`config.mk`:
```
export PLATFORM = sky130hd
export DESIGN_NAME = ext_pipe
export DESIGN_NICKNAME = d
export VERILOG_FILES = /design/src/rtl/ext_pipe.sv
export SDC_FILE = /design/constraint.sdc
export NUM_CORES = 1
export LEC_CHECK = 0
export CORE_MARGIN = 5
export CORE_UTILIZATION = 34
export DETAILED_ROUTE_END_ITERATION = 7
export PLACE_DENSITY = 0.64
export SETUP_SLACK_MARGIN = 0.1
export SLEW_MARGIN = 30
export SYNTH_ARGS = -nofsm -noshare
export SYNTH_HDL_FRONTEND = slang
export SYNTH_SLANG_ARGS = --single-unit
```
`constraint.sdc`:
```
create_clock -name clk -period 4.65 [get_ports clk]
set_input_delay 0.93 -clock clk [delete_from_list [all_inputs] [get_ports clk]]
set_output_delay 0.93 -clock clk [all_outputs]
set_load 0.1 [all_outputs]
```
`src/rtl/ext_pipe.sv`:
```
// rtl/ext_pipe.sv - elastic immediate-extension pipeline with per-stage valid bits
module ext_pipe #(
    parameter int IN_W  = 16,
    parameter int OUT_W = 32,
    parameter int DEPTH = 2
) (
    input  logic                         clk,
    input  logic                         rst_n,
    input  logic                         in_valid,
    output logic                         in_ready,
    input  logic [1:0]                   ExtOp,
    input  logic [IN_W-1:0]              data_in,
    output logic                         out_valid,
    input  logic                         out_ready,
    output logic [OUT_W-1:0]             data_out,
    output logic [$clog2(DEPTH+1)-1:0]   occ
);

    localparam int OCC_W = $clog2(DEPTH+1);

    logic [DEPTH-1:0] v;
    logic [OUT_W-1:0] d [DEPTH];
    logic [DEPTH-1:0] rdy;
    logic             chain;
    logic [OUT_W-1:0] sext;
    logic [OUT_W-1:0] ext;

    // Extension of the incoming immediate; branch offsets drop the top two sign bits via the shift
    always_comb begin
        sext = {{(OUT_W-IN_W){data_in[IN_W-1]}}, data_in};
        ext  = '0;
        case (ExtOp)
            2'b00:   ext = {{(OUT_W-IN_W){1'b0}}, data_in};
            2'b01:   ext = sext;
            2'b10:   ext = {data_in, {(OUT_W-IN_W){1'b0}}};
            default: ext = sext << 2;
        endcase
    end

    // A stage may load when it or any stage downstream of it is empty, or the sink is draining
    always_comb begin
        rdy   = '0;
        chain = out_ready;
        for (int k = DEPTH-1; k >= 0; k--) begin
            chain  = chain | ~v[k];
            rdy[k] = chain;
        end
    end

    assign in_ready  = rst_n & rdy[0];
    assign out_valid = v[DEPTH-1];
    assign data_out  = d[DEPTH-1];

    // Stage registers: capture into stage 0, shift forward where the next stage can take it
    always_ff @(posedge clk) begin
        if (!rst_n) begin
            v <= '0;
            for (int k = 0; k < DEPTH; k++) begin
                d[k] <= '0;
            end
        end else begin
            if (rdy[0]) begin
                v[0] <= in_valid;
                if (in_valid) begin
                    d[0] <= ext;
                end
            end
            for (int k = 1; k < DEPTH; k++) begin
                if (rdy[k]) begin
                    v[k] <= v[k-1];
                    if (v[k-1]) begin
                        d[k] <= d[k-1];
                    end
                end
            end
        end
    end

    // Occupancy is the population count of the valid bits
    always_comb begin
        occ = '0;
        for (int k = 0; k < DEPTH; k++) begin
            occ = occ + OCC_W'(v[k]);
        end
    end

endmodule

```
Word-level counts from Yosys, hierarchy flattened. Memories as Yosys holds them, arrays and structs flattened. Index checks and enable logic that the tools add are counted.

Bits in writable memories: 64. Memories: 1. Input port bits: 22. Output and inout port bits: 36. Logic and storage cells: 26. Flip-flop bits (word level): 2.

Memory list: d (depth 2, bits a word 32, read ports 2, clocked after memory_dff 0, write ports 2, line 22) `logic [OUT_W-1:0] d [DEPTH];`.

Muxes and demuxes: 12. $add $sub $neg: 1. Reductions and logical operators: 1. Bitwise logic cells: 7. Equal/unequal tests: 2.

Operators with widths (count): $pmux 32 s3 (1); $mux 32 (2); $mux 1 (9); $or 1x1->1 (4); $add 1x1->2 (1); $eq 2x1->1 const B (1); $eq 2x2->1 const B (1); $logic_not 2->1 (1); $not 1->1 (2); $and 1x1->1 (1).

Longest topological paths before layout.
Word-level depth: 7. Gate-level depth with buffers: 4. Mapped depth without buffers: 3.

Worst setup path after synthesis. OpenSTA, ideal clock, no wires.

Kind: in2reg. Start: input port out_ready. End: memory d[1][0] (netlist: d[0][32]) (enable). Arrival time: 3.285 ns. Stages: 2. Required time: 4.184 ns. Setup time: 0.466 ns. Path slack: 0.899 ns. Buffers on the path: 0. Cells stage by stage: nor2b_1 -> o21ai_0.

RTL lines: start, declared (line 14) `input logic out_ready,`; end, declared (line 22).

Final worst setup path.
Start: register v[0]. End: output port occ[1].

Longest elaborated chain between the ends: 1.

Ends and longest elaborated chain: start, declared (line 21) `logic [DEPTH-1:0] v;`; start signal, assigned (line 63) `v[0] <= in_valid;`; start signal, assigned by index (line 70) `v[k] <= v[k-1];`; $add 1x1->2 (line 83) `occ = occ + OCC_W'(v[k]);`; end, declared (line 16) `output logic [$clog2(DEPTH+1)-1:0] occ`.

No other way between the ends.

==> impl_metrics.json <==
{
  "whs_ns": 0.519,
  "antenna_cells": 0,
  "cts.repair.resized": 0,
  "grt_pass1_vias": 1670,
  "yosys_warnings": 0,
  "setup_viol": 0,
  "worst_pin_slew_ns": 0.998,
  "min_period_ns": 3.10,
  "floorplan.rows": 34,
  "fp.dieW_um": 104,
  "end_kind": "output port",
  "viasPerCell": 4.45,
  "finalSetupTns_ns": 0,
  "fill_cells": 834,
  "start_util_pct": 34.6,
  "vias": 1663,
  "ys_types": 26,
  "status": "completed",
  "stdcell_area_um2": 3550,
  "max_slew_margin_pct": 33.3,
  "routedWlPerCell_um": 14.2,
  "whs_endpoint": "d[0][53]$_SDFFCE_PN0P_",
  "min_path_cells": 1,
  "cp_data_required_time_ns": 3.72,
  "cp_max_fo": 6,
  "r2r_start": "v[0]$_SDFFE_PN0P_",
  "post_dp_cell_area_um2": 3390,
  "antenna_found_initial": 0,
  "htreeDepth": 3,
  "grt_pass1_wl_mm": 8.61,
  "area_growth_pct": 19.0,
  "ys_seq_area_share_pct": 65.7,
  "critPathArrivalTime_ns": 2.17,
  "synthCells": 235,
  "synth_seq_cells": 66,
  "finClkSkew_ns": 0.0105,
  "slew_violations": 0,
  "clk_pin_slew_ns": 0.08,
  "r2r-end": "d[0][10]$_SDFFCE_PN0P_",
  "worstSetupPathType": "register to output port",
  "layout.nets": 285,
  "cts_buffer_depth": 2,
  "netlist_area_um2": 2990,
  "portBuffers": 57,
  "track_usage_pct": 10.1,
  "clock_latency_ns": 0.34,
  "hold_viol": 0,
  "power.density_nw_per_um2": 398,
  "grt_max_degree": 33,
  "final_util_pct": 41.1,
  "r2r_cells": 4,
  "root_buffer": "clkbuf_8",
  "startpoint_type": "register",
  "min_path_type": "register to register",
  "drive_above_1_share_pct": 9.02,
  "hold_buffers": 0,
  "dr.pass1.iters": 4,
  "ir_worst_vdd_v": 0.000160,
  "min-delay-start": "d[0][21]$_SDFFCE_PN0P_",
  "fp.dieH_um": 104,
  "leakage_nw": 1.29,
  "drc": 0,
  "hpwl_mm": 3.47,
  "cts.sinks": 66,
  "ios": 58,
  "postRouteAntennaNets": 0,
  "maxCapViolCount": 0,
  "cts_buffers": 9,
  "core-area_um2": 8640,
  "cts_tree": "done",
  "die_area_um2": 10800,
  "place_congestion": 0.750,
  "fin_crit_sh_pct": 66.7,
  "grt_overflow": 0,
  "timing.fmax_ghz": 0.323,
  "rsz0062_at_grt": "no",
  "synth_fp_nets": 258,
  "dr.first_iter.drc_count": 123,
  "routed_wl_mm": 5.32,
  "post-cts-setup-buffers": 0,
  "r2r_setup_slack_ns": 3.12,
  "syn_area_per_cell_um2": 12.7
}
cells in the mapped netlist (all sizes together):
cell / n / share of area, %
ha: 1 / 0.42
nand2b: 2 / 0.67
a21boi: 1 / 0.25
o21ai: 3 / 0.63
nor2: 14 / 1.8
o21a: 1 / 0.25
nor2b: 15 / 3.2
buf: 40 / 10
inv: 2 / 0.25
clkbuf: 3 / 0.38
a211oi: 1 / 0.42
nand3: 1 / 0.17
a21oi: 30 / 5.2
nand3b: 1 / 0.25
mux2i: 1 / 0.34
and2: 34 / 7.1
nand2: 17 / 2.1
dfxtp: 2 / 1.3
edfxtp: 64 / 64
nor3b: 2 / 0.50
kinds of logic after synthesis:
logic type | share of synthesized area [%]
adder cells (fa/ha/maj) | 0.419
AO/OA/AOI/OAI | 6.71
AND/OR/NAND/NOR | 15.8
flip-flops | 65.7
buffers and inverters | 11.0
multiplexers | 0.335
how the worst max path moves through the flow:
stage | startpoint | endpoint | slack (ns) | depth (start not counted)
after global routing | v[0]$_SDFFE_PN0P_ | occ[1] | 1.49 | 2
after detailed placement | out_ready | in_ready | 1.65 | 4
after floorplan | out_ready | d[0][32]$_SDFFCE_PN0P_ | 0.90 | 2
after CTS | v[0]$_SDFFE_PN0P_ | occ[0] | 1.54 | 2
after global placement | out_ready | in_ready | 1.70 | 4
final | v[0]$_SDFFE_PN0P_ | occ[1] | 1.55 | 2
where the power goes:
group	internal (mW)	switching, mW
clock	0.186	0.211
sequential	0.701	0.0108
combinational	0.0741	0.233
placed cells by master, fill, tap and decap left out, drive strengths merged, types with 4 or more instances in the layout:
master and count:
edfxtp 64, and2 34, clkbuf 9, clkinv 4
nor2 14, nor2b 15, clkdlybuf4s50 56, a21oi 30
nand2 17
registers in the layout (all words and copies together), names as in the netlist:
| register | count |
|---|---|
| v | 2 |
| d | 64 |
cell type report:
| class | instances | area, µm² | share of cell area [%] |
|---|---|---|---|
| well taps | 108 | 135 | 3.80 |
| flip-flops and latches | 66 | 1960 | 55.2 |
| multi-input cells | 124 | 707 | 19.9 |
| clock inverters | 6 | 35.0 | 0.986 |
| repair buffers | 59 | 583 | 16.4 |
| inverters | 2 | 7.51 | 0.211 |
| clock buffers | 9 | 124 | 3.49 |
routing by layer:
metal / GRT usage [%] / wire length (µm)
met5: 0 / 0
met2: 14.9 / 2420
met3: 5.85 / 608
met4: 4.44 / 71
met1: 12.0 / 2220
metrics by stage:
stage          power, mW  cells  setup WS, ns
5_1_grt             1.48    374          1.49
4_1_cts             1.43    374          1.54
3_5_place_dp        1.03    359          1.65
2_1_floorplan      0.985    235         0.899
3_3_place_gp        1.03    359          1.70
6_report            1.42    374          1.55
critical path, stage by stage, from the launching register on:
cell,delay (ns)
dfxtp_1,0.48
ha_1,0.21
clkdlybuf4s50_1,1.14
(Power assumes the default switching activity.)
